===== src/rtl/i2c_arbiter_pkg.sv =====
// Purpose: shared types and constants for the two-requester I2C master arbiter.
// Latency: n/a (package only).
// Backpressure: n/a (package only).
package i2c_arbiter_pkg;

  // Transaction sequencer states
  typedef enum logic [2:0] {
    IDLE      = 3'd0,
    ISSUE     = 3'd1,
    WAIT_BUSY = 3'd2,
    WAIT_DONE = 3'd3,
    RESP      = 3'd4
  } arb_state_t;

  // Per-requester cfg field {aen, ac[1:0], dc[1:0]}
  localparam int CFG_W     = 5;
  localparam int CFG_AEN   = 4;
  localparam int CFG_AC_HI = 3;
  localparam int CFG_AC_LO = 2;
  localparam int CFG_DC_HI = 1;
  localparam int CFG_DC_LO = 0;

  localparam int TIMEOUT_CYC_DEF = 100000;
  localparam int ISSUE_WAIT_DEF  = 4;

  // Wait counter width; saturates instead of wrapping
  localparam int TMO_W = 20;

  // Latched copy of the granted request, drives the master for the whole transaction
  typedef struct packed {
    logic             rw;
    logic [31:0]      addr;
    logic [31:0]      wdata;
    logic [6:0]       sa;
    logic [CFG_W-1:0] cfg;
  } hold_t;

  // Slice one requester's fields out of the packed request buses
  function automatic hold_t pick_req(
    input logic        idx,
    input logic [1:0]  rw,
    input logic [63:0] addr,
    input logic [63:0] wdata,
    input logic [13:0] sa,
    input logic [9:0]  cfg
  );
    hold_t h;
    h.rw    = idx ? rw[1]        : rw[0];
    h.addr  = idx ? addr[63:32]  : addr[31:0];
    h.wdata = idx ? wdata[63:32] : wdata[31:0];
    h.sa    = idx ? sa[13:7]     : sa[6:0];
    h.cfg   = idx ? cfg[9:5]     : cfg[4:0];
    return h;
  endfunction

endpackage


===== src/rtl/i2c_arbiter_rr_arb2.sv =====
// Purpose: two-way round-robin picker; when both request, the one not granted last wins.
// Latency: purely combinational, same cycle.
// Backpressure: none; caller decides whether the pick is consumed.
module rr_arb2 (
  input  logic [1:0] req,
  input  logic       last_grant,
  output logic       any,
  output logic       gnt_idx
);

  // Lone requester wins outright; a tie goes to the requester that was not granted last
  always_comb begin
    any     = |req;
    gnt_idx = 1'b0;
    if (req == 2'b11) begin
      gnt_idx = ~last_grant;
    end else if (req[1]) begin
      gnt_idx = 1'b1;
    end
  end

endmodule


===== src/rtl/i2c_arbiter.sv =====
// Purpose: shares one I2C master between two requesters, one transaction at a time.
// Latency: grant to rsp_valid is at least 4 cycles; 5-cycle minimum grant-to-grant turnaround.
// Backpressure: requests wait in IDLE while busy or while m_stall is still high; not cancellable.
module i2c_arbiter
  import i2c_arbiter_pkg::*;
#(
  parameter int TIMEOUT_CYC = TIMEOUT_CYC_DEF,
  parameter int ISSUE_WAIT  = ISSUE_WAIT_DEF
) (
  input  logic        hclk,
  input  logic        hreset,
  input  logic [1:0]  req_valid,
  output logic [1:0]  req_ready,
  input  logic [1:0]  req_rw,
  input  logic [63:0] req_addr,
  input  logic [63:0] req_wdata,
  input  logic [13:0] req_sa,
  input  logic [9:0]  req_cfg,
  output logic [1:0]  rsp_valid,
  output logic [31:0] rsp_rdata,
  output logic        rsp_err,
  output logic        m_valid,
  output logic        m_rw,
  output logic [31:0] m_addr,
  output logic [31:0] m_wr_data,
  output logic [6:0]  m_slave_addr,
  output logic        m_i2aen,
  output logic [1:0]  m_i2ac,
  output logic [1:0]  m_i2dc,
  input  logic        m_stall,
  input  logic        m_rd_valid,
  input  logic [31:0] m_rd_data
);

  // WAIT_BUSY gives up on its (ISSUE_WAIT-1)th cycle so the error response lands
  // exactly ISSUE_WAIT cycles after the m_valid pulse.
  localparam logic [TMO_W-1:0] BUSY_LIM =
    (ISSUE_WAIT >= 2) ? TMO_W'(ISSUE_WAIT - 2) : '0;
  // WAIT_DONE gives up after TIMEOUT_CYC cycles spent stalled.
  localparam logic [TMO_W-1:0] DONE_LIM =
    (TIMEOUT_CYC >= 1) ? TMO_W'(TIMEOUT_CYC - 1) : '0;

  arb_state_t       state;
  hold_t            hold;
  logic             last_grant;
  logic             owner;
  logic [TMO_W-1:0] cnt;
  logic [TMO_W-1:0] cnt_inc;
  logic [31:0]      rdata;
  logic             arb_any;
  logic             arb_idx;
  logic             rd_cap;

  rr_arb2 u_rr (
    .req        (req_valid),
    .last_grant (last_grant),
    .any        (arb_any),
    .gnt_idx    (arb_idx)
  );

  // Saturating increment so a very long stall can never wrap back under the limit
  assign cnt_inc = (&cnt) ? cnt : cnt + 1'b1;

  // Read data is only meaningful for reads; write completions report zero
  assign rd_cap = m_rd_valid && !hold.rw;

  // Master-facing fields come straight from the hold registers; the master samples
  // i2aen/i2ac/i2dc live, so these must not move until the next grant.
  assign m_rw         = hold.rw;
  assign m_addr       = hold.addr;
  assign m_wr_data    = hold.wdata;
  assign m_slave_addr = hold.sa;
  assign m_i2aen      = hold.cfg[CFG_AEN];
  assign m_i2ac       = hold.cfg[CFG_AC_HI:CFG_AC_LO];
  assign m_i2dc       = hold.cfg[CFG_DC_HI:CFG_DC_LO];

  // Transaction sequencer with registered handshake and response outputs
  always_ff @(posedge hclk) begin
    if (hreset) begin
      state      <= IDLE;
      last_grant <= 1'b1;
      owner      <= 1'b0;
      hold       <= '0;
      cnt        <= '0;
      rdata      <= '0;
      req_ready  <= '0;
      rsp_valid  <= '0;
      rsp_rdata  <= '0;
      rsp_err    <= 1'b0;
      m_valid    <= 1'b0;
    end else begin
      req_ready <= '0;
      rsp_valid <= '0;
      m_valid   <= 1'b0;
      cnt       <= cnt_inc;
      case (state)
        IDLE: begin
          // A master still stalled from an aborted transaction blocks new grants
          if (arb_any && !m_stall) begin
            hold               <= pick_req(arb_idx, req_rw, req_addr, req_wdata, req_sa, req_cfg);
            owner              <= arb_idx;
            last_grant         <= arb_idx;
            rdata              <= '0;
            req_ready[arb_idx] <= 1'b1;
            m_valid            <= 1'b1;
            state              <= ISSUE;
          end
        end
        ISSUE: begin
          cnt   <= '0;
          state <= WAIT_BUSY;
        end
        WAIT_BUSY: begin
          if (m_stall) begin
            cnt   <= '0;
            state <= WAIT_DONE;
          end else if (cnt >= BUSY_LIM) begin
            // Master never picked the transaction up
            rdata            <= '0;
            rsp_rdata        <= '0;
            rsp_err          <= 1'b1;
            rsp_valid[owner] <= 1'b1;
            state            <= RESP;
          end
        end
        WAIT_DONE: begin
          if (!m_stall) begin
            rdata            <= rd_cap ? m_rd_data : rdata;
            rsp_rdata        <= rd_cap ? m_rd_data : rdata;
            rsp_err          <= 1'b0;
            rsp_valid[owner] <= 1'b1;
            state            <= RESP;
          end else if (cnt >= DONE_LIM) begin
            // Abort without touching the master; it keeps stalling until it recovers
            rdata            <= '0;
            rsp_rdata        <= '0;
            rsp_err          <= 1'b1;
            rsp_valid[owner] <= 1'b1;
            state            <= RESP;
          end else if (rd_cap) begin
            rdata <= m_rd_data;
          end
        end
        RESP: begin
          rsp_rdata <= '0;
          rsp_err   <= 1'b0;
          state     <= IDLE;
        end
        default: begin
          state <= IDLE;
        end
      endcase
    end
  end

endmodule

===== config.mk =====
export PLATFORM = sky130hd
export DESIGN_NAME = i2c_arbiter
export DESIGN_NICKNAME = d
export VERILOG_FILES = /design/src/rtl/i2c_arbiter_pkg.sv /design/src/rtl/i2c_arbiter_rr_arb2.sv /design/src/rtl/i2c_arbiter.sv
export SDC_FILE = /design/constraint.sdc
export NUM_CORES = 1
export LEC_CHECK = 0
export CAP_MARGIN = 20
export CORE_UTILIZATION = 31
export CTS_CLUSTER_DIAMETER = 40
export CTS_CLUSTER_SIZE = 20
export DETAILED_ROUTE_END_ITERATION = 7
export DONT_BUFFER_PORTS = 1
export GPL_TIMING_DRIVEN = 0
export PLACE_DENSITY = 0.42
export SETUP_SLACK_MARGIN = 0.02
export SLEW_MARGIN = 25
export SYNTH_ARGS = -nofsm -noshare
export SYNTH_HDL_FRONTEND = slang
export SYNTH_SLANG_ARGS = --single-unit

===== constraint.sdc =====
create_clock -name hclk -period 2.4 [get_ports hclk]
set_clock_uncertainty 0.2 [all_clocks]
set_input_delay 0.6 -clock hclk [delete_from_list [all_inputs] [get_ports hclk]]
set_output_delay 0.6 -clock hclk [all_outputs]
set_load 0.01 [all_outputs]

==> results of run 1 <==
==> routing by layer <==
metal | part of all wire [%] | up-vias | wire length (um) | global-route usage (%)
met5 | 0 | - | 0 | 0
met1 | 42 | 2697 | 8860 | 20.7
met3 | 6.9 | 14 | 1430 | 4.76
li1 | - | 2760 | - | -
met4 | 1.2 | 0 | 252 | 4.35
met2 | 50 | 175 | 10400 | 27.8
==> power by group through the flow <==
| stage | logic [W] | registers (W) | clock network [W] |
|---|---|---|---|
| 3_3_place_gp | 0.00193 | 0.00385 | 0 |
| 4_1_cts | 0.00225 | 0.00380 | 0.00275 |
| 5_1_grt | 0.00255 | 0.00383 | 0.00287 |
| 6_report | 0.00230 | 0.00379 | 0.00266 |
| 2_1_floorplan | 0.00156 | 0.00370 | 0 |
| 3_5_place_dp | 0.00198 | 0.00385 | 0 |
==> logic make-up (layout without fill, tap and decap cells) <==
family          count (synthesis)  in the layout  share of synthesized area (%)
simple gates                  168            168                           10.7
flops                         172            172                           45.6
xor+xnor                       13             13                           1.51
fa+ha+maj                       2              2                          0.331
compound gates                190            190                           22.9
buf+inv                        69            117                           4.47
mux                           110            110                           14.6
==> area by class of cell <==
type,instances,share of cell area [%]
plain buffers,60,4.19
flip-flops and latches,172,38.9
clock inverters,13,1.45
clock buffers,18,4.93
repair buffers,17,2.21
well taps,319,4.48
inverters,9,0.379
multi-input cells,483,43.4
==> path summary, 6_finish.rpt <==
kind                              to  slack [ps]  cells after the start
max            rdata[2]$_SDFFE_PP0P_         -10                      8
min           rdata[28]$_SDFFE_PP0P_         110                      1
max reg2reg    rdata[2]$_SDFFE_PP0P_         -10                      8
min reg2reg  last_grant$_SDFFE_PP1P_         260                      1
==> placed cells by master, fill, tap and decap left out, types with 5 or more instances in the layout <==
cell type | netlist | layout
o21ai_0 | 6 | 6
o2bb2ai_2 | 30 | 30
a31oi_1 | 5 | 5
nor2_1 | 104 | 104
mux2i_1 | 110 | 110
clkbuf_1 | 39 | 29
nand2_1 | 11 | 10
inv_8 | 0 | 5
buf_4 | 3 | 10
o31ai_1 | 6 | 6
a21oi_1 | 10 | 9
inv_1 | 9 | 9
dfxtp_1 | 172 | 163
a22o_1 | 32 | 32
dfxtp_2 | 0 | 5
buf_6 | 6 | 6
clkbuf_16 | 0 | 18
nand3_1 | 9 | 8
xor2_1 | 8 | 8
nor3_1 | 5 | 5
a211oi_1 | 80 | 80
xnor2_1 | 5 | 5
clkbuf_2 | 0 | 14
==> sequential cells by signal (all words and copies together) (netlist names) <==
register and cells:
cnt 20, req_ready 2, rsp_err 1, m_addr 32
m_valid 1, m_rw 1, rsp_valid 2, last_grant 1
rdata 32, state 3, m_wr_data 32, m_slave_addr 7
rsp_rdata 32, m_i2dc 2, m_i2ac 2, m_i2aen 1
owner 1
==> timing repair <==
item	4_1_cts	5_1_grt
pin swaps	10	6
gates cloned	2	1
endpoints found under the setup margin	107	100
hold buffers	0	0
buffers inserted	11	3
resized for setup	39	32
==> critical path: cells and delay by family, from the launching register on <==
kind	cells	cell delay (ps)
buffers and inverters	3	490
AO/OA/AOI/OAI	3	490
flip-flops	1	340
AND/OR/NAND/NOR	2	790
==> per-stage QoR <==
| step | std cells | setup TNS [ps] | hold slack [ps] | setup WS [ps] |
|---|---|---|---|---|
| after global routing | 1091 | -2980 | 76.5 | -79.2 |
| final | 1091 | -27.0 | 107 | -10.4 |
| after floorplan | 724 | 0 | 211 | 106 |
| after detailed placement | 1043 | -23820 | 249 | -400 |
| after global placement | 1043 | -16750 | 242 | -335 |
| after CTS | 1087 | -1.72 | 81.1 | -1.11 |
==> cells in the mapped netlist (all sizes together), types with 4 or more instances <==
cell / number
nor4: 6
clkbuf: 41
nor3: 5
nand2: 11
o2bb2ai: 32
and3: 4
dfxtp: 172
or4: 6
nand3: 10
inv: 9
a21oi: 11
mux2i: 110
buf: 19
nor2: 104
a211oi: 83
xnor2: 5
a22o: 32
o21ai: 6
o31ai: 7
or3: 7
xor2: 8
a31oi: 5
==> results.py, run 1 <==
metrics = {
    "timing": {
        "hold_violations": 0,
        "slew_viol_final": 0,
        "max_slew_margin_pct": 48.9,
        "post-route-min-period_ps": 2410,
        "setup_viol": 6,
        "fin_ws_ps": -10.4,
        "finalCritPeriodShare_pct": 100,
        "rsz0062_at_grt": "yes",
        "fmax_ghz": 0.415,
        "tightest_slew_ps": 766,
    },
    "final_layout": {
        "final_area_sq_um": 8900,
        "finish.utilization_pct": 37.6,
        "drive_gt1_share_pct": 18.5,
        "fillers": 2383,
        "ff_latch_area_sq_um": 3460,
        "final_nets": 954,
        "antennaDiodeCount": 0,
        "syn2layout_area_growth_pct": 17.8,
        "multi_input_area_sq_um": 3870,
    },
    "synthesis": {
        "synth-edff-count": 0,
        "synth_top_area_share_pct": 45.6,
        "yosysTopAreaCell": "dfxtp_1",
        "synthArstFlopShare_pct": 0,
        "ys_ff_latch": 172,
        "synth_seq_area_share_pct": 45.6,
        "syn_nets": 918,
        "yosys_warnings": 0,
        "synth_cell_types": 58,
        "synthTopCellsByArea": "dfxtp_1 (46%), mux2i_1 (15%), a211oi_1 (7.9%), o2bb2ai_2 (6.0%), nor2_1 (5.2%)",
        "synth_area_per_cell_sq_um": 10.4,
        "synthCells": 724,
        "syn_area_sq_um": 7560,
        "ys.flop_type": "dfxtp_1",
    },
    "floorplanning": {
        "coreArea_sq_um": 23700,
        "rows": 56,
        "fp.dieW_um": 158,
        "die_h_um": 158,
        "die-area_sq_um": 25000,
        "initial_core_util_pct": 31.9,
        "ios": 307,
    },
    "grt": {
        "grt_use_total_pct": 16.6,
        "grt.overflow.total": 0,
        "antenna_found_initial": 0,
        "grt_max_degree": 18,
        "first_global_vias": 5559,
        "grt_pass1_wl_mm": 31.7,
    },
    "placement": {
        "place.gp.congestion": 0.767,
        "place_hpwl_mm": 15.8,
        "post_dp_cell_area_sq_um": 7960,
        "io_buffer_count": 0,
    },
    "route": {
        "vias": 5646,
        "drtIter0Drc": 299,
        "dr.pass1.iters": 4,
        "postRouteAntennaNets": 0,
        "drc": 0,
        "vias_per_cell": 5.18,
        "wl_per_cell_um": 19.2,
        "drt-total-wl_mm": 20.9,
    },
    "cts": {
        "cts_buffers": 17,
        "cts.sinks": 172,
        "clk_pin_slew_ps": 70,
        "htreeDepth": 4,
        "ctsRootBufferMaster": "clkbuf_16",
        "clk_latency_ps": 420,
        "tritoncts": "built",
        "clockBufferDepth": 2,
    },
    "status": {
        "violations": "setup timing",
        "outcome": "finished with violations",
    },
    "worst_setup_path": {
        "critPathKind": "reg2reg",
        "arrival_ps": 2520,
        "cp_max_fo": 7,
        "end_kind": "register",
        "worstSetupStartpoint": "cnt[5]$_SDFF_PP0_",
        "cp-start-kind": "register",
        "crit_path_cell_trace": "or2_4, or4_4, a211oi_4, buf_4, o311ai_4, buf_12, clkbuf_16, a22o_1",
        "cp.required_ps": 2510,
        "critical_path.slowest_cell": "or4_4",
        "r2r_start": "cnt[5]$_SDFF_PP0_",
        "crit_path_max_incr_delay_ps": 550,
    },
    "hold_path": {
        "hold_path.class": "in2reg",
        "hold_start": "m_rd_data[28]",
    },
    "power_and_ir_drop": {
        "p_seq_share_pct": 43.3,
        "p_total_w": 0.00875,
        "p_per_area_nw_per_um2": 983,
        "p_sw_w": 0.00304,
        "p_int_w": 0.00571,
        "p_leak_nw": 3.17,
        "clkPwrFrac_pct": 30.4,
        "p_comb_share_pct": 26.3,
        "swShare_pct": 34.7,
        "vdd_ir_drop_max_v": 0.000490,
    },
    "job": {
        "maxCapViolCount": 0,
    },
}
Power figures use the tool's default switching activity.
==> run 2, diff against run 1 <==
--- a/config.mk
+++ b/config.mk
@@ -5,7 +5,7 @@
 export SDC_FILE = /design/constraint.sdc
 export NUM_CORES = 1
 export LEC_CHECK = 0
-export CAP_MARGIN = 20
+export CAP_MARGIN = 30
 export CORE_UTILIZATION = 31
 export CTS_CLUSTER_DIAMETER = 40
 export CTS_CLUSTER_SIZE = 20
@@ -14,6 +14,7 @@
 export GPL_TIMING_DRIVEN = 0
 export PLACE_DENSITY = 0.42
 export SETUP_SLACK_MARGIN = 0.02
+export SKIP_LAST_GASP = 1
 export SLEW_MARGIN = 25
 export SYNTH_ARGS = -nofsm -noshare
 export SYNTH_HDL_FRONTEND = slang
==> run 2 against run 1 <==
Compared with the run above:
- the flow still finishes with violations (setup timing)
- wire length up 0.14%
- non-clock buffer count down 1
- flip-flop and latch count unchanged
- core utilization down 0.084 points
- clock power about the same
- die area unchanged
- critical path depth unchanged
- critical endpoint unchanged
==> results.py, run 2 (synthesis gave the netlist of run 1 again) <==
metrics = {
    "timing": {
        "post-route-min-period_ps": 2410,
        "slew_viol_final": 0,
        "setup_viol": 8,
        "tightest_slew_ps": 769,
        "finalCritPeriodShare_pct": 101,
        "hold_violations": 0,
        "fmax_ghz": 0.415,
        "tns_ps": -36.4,
        "fin_ws_ps": -12.5,
        "rsz0062_at_grt": "yes",
        "max_slew_margin_pct": 48.8,
    },
    "power_and_ir_drop": {
        "p_per_area_nw_per_um2": 984,
        "p_leak_nw": 3.14,
        "p_seq_share_pct": 43.5,
        "p_int_w": 0.00570,
        "vdd_ir_drop_max_v": 0.000492,
        "p_sw_w": 0.00304,
        "p_comb_share_pct": 26.0,
        "swShare_pct": 34.8,
        "clkPwrFrac_pct": 30.4,
    },
    "grt": {
        "grt_max_degree": 18,
        "first_global_vias": 5560,
        "grt_pass1_wl_mm": 31.6,
        "grt.overflow.total": 0,
        "antenna_found_initial": 0,
        "grt_use_total_pct": 16.6,
    },
    "final_layout": {
        "final_nets": 953,
        "syn2layout_area_growth_pct": 17.5,
        "finish.utilization_pct": 37.5,
        "layout_commonest_cell": "dfxtp_1",
        "drive_gt1_share_pct": 17.4,
        "fillers": 2380,
        "most-common-layout-cells": "dfxtp_1 (163), mux2i_1 (110), nor2_1 (104), a211oi_1 (80)",
        "antennaDiodeCount": 0,
        "instances_no_fill": 1090,
        "final_area_sq_um": 8880,
    },
    "route": {
        "drt-total-wl_mm": 20.9,
        "wl_per_cell_um": 19.2,
        "postRouteAntennaNets": 0,
        "drtIter0Drc": 320,
        "vias": 5664,
        "drc": 0,
        "dr.pass1.iters": 4,
        "vias_per_cell": 5.20,
    },
    "cts": {
        "htreeDepth": 4,
        "tritoncts": "built",
        "clockBufferDepth": 2,
        "cts.sinks": 172,
        "postCtsHoldBufs": 0,
        "clk_pin_slew_ps": 70,
        "ctsRootBufferMaster": "clkbuf_16",
        "cts_buffers": 17,
        "clk_latency_ps": 420,
    },
    "floorplanning": {
        "initial_core_util_pct": 31.9,
        "coreArea_sq_um": 23700,
        "die_h_um": 158,
        "ios": 307,
        "die-area_sq_um": 25000,
        "rows": 56,
        "fp.dieW_um": 158,
    },
    "placement": {
        "place_hpwl_mm": 15.8,
        "placed_cells": 1043,
        "place.gp.congestion": 0.767,
        "post_dp_cell_area_sq_um": 7960,
        "io_buffer_count": 0,
    },
    "hold_path": {
        "hold_path.class": "in2reg",
    },
    "worst_setup_path": {
        "end_kind": "register",
        "cp-start-kind": "register",
        "cp_max_fo": 7,
        "arrival_ps": 2520,
        "critPathKind": "reg2reg",
        "cp.required_ps": 2510,
    },
    "status": {
        "outcome": "finished with violations",
        "violations": "setup timing",
    },
    "job": {
        "maxCapViolCount": 0,
    },
}
## run 2: power groups by stage
stage          combinational (W)  clock [W]  sequential (W)
6_report                 0.00228    0.00266         0.00380
5_1_grt                  0.00252    0.00287         0.00385
4_1_cts                  0.00222    0.00275         0.00380
3_5_place_dp             0.00198          0         0.00385
3_3_place_gp             0.00193          0         0.00385
2_1_floorplan            0.00156          0         0.00370
## run 2: layer usage
layer	track usage [%]	wire length, um	vias up
met4	4.35	252	0
met2	27.8	10300	168
met3	4.76	1370	14
met5	0	0	-
li1	-	-	2762
met1	20.6	9000	2720
## run 2: area by class of cell
type / instances / area [sq um] / area share [%]
Buffer: 59 / 353 / 3.97
Sequential cell: 172 / 3460 / 39.0
Inverter: 9 / 33.8 / 0.380
Clock inverter: 13 / 129 / 1.45
Clock buffer: 18 / 439 / 4.94
Timing Repair Buffer: 17 / 196 / 2.21
Multi-Input combinational cell: 483 / 3870 / 43.5
Tap cell: 319 / 399 / 4.49
## run 2: timing repair
action	in CTS	in global routing
buffers inserted	11	3
endpoints found under the setup margin	107	132
cloned	2	1
gates resized for setup	31	28
pin swaps	10	6
## run 2: worst paths after layout
kind                            cells past startpoint  slack (ps)                    start                 endpoint
worst max-delay path                                8         -10        cnt[5]$_SDFF_PP0_    rdata[2]$_SDFFE_PP0P_
worst min-delay path                                1         110            m_rd_data[28]   rdata[28]$_SDFFE_PP0P_
worst max register to register                      8         -10        cnt[5]$_SDFF_PP0_    rdata[2]$_SDFFE_PP0P_
worst min register to register                      1         260  last_grant$_SDFFE_PP1P_  last_grant$_SDFFE_PP1P_
## run 2: critical path, cell delays in order (launching register included)
cell and delay [ps]:
dfxtp_4 340, or2_4 240, or4_4 550, a211oi_4 230
buf_4 150, o311ai_4 90, buf_12 190, clkbuf_16 150
a22o_1 170
## run 2: per-stage QoR
step | worst slack (ps) | hold slack (ps) | power (W)
2_1_floorplan | 106 | 211 | 0.00526
5_1_grt | -79.2 | 76.5 | 0.00924
4_1_cts | -22.1 | 81.1 | 0.00876
3_5_place_dp | -400 | 249 | 0.00584
6_report | -12.5 | 107 | 0.00874
3_3_place_gp | -335 | 242 | 0.00578
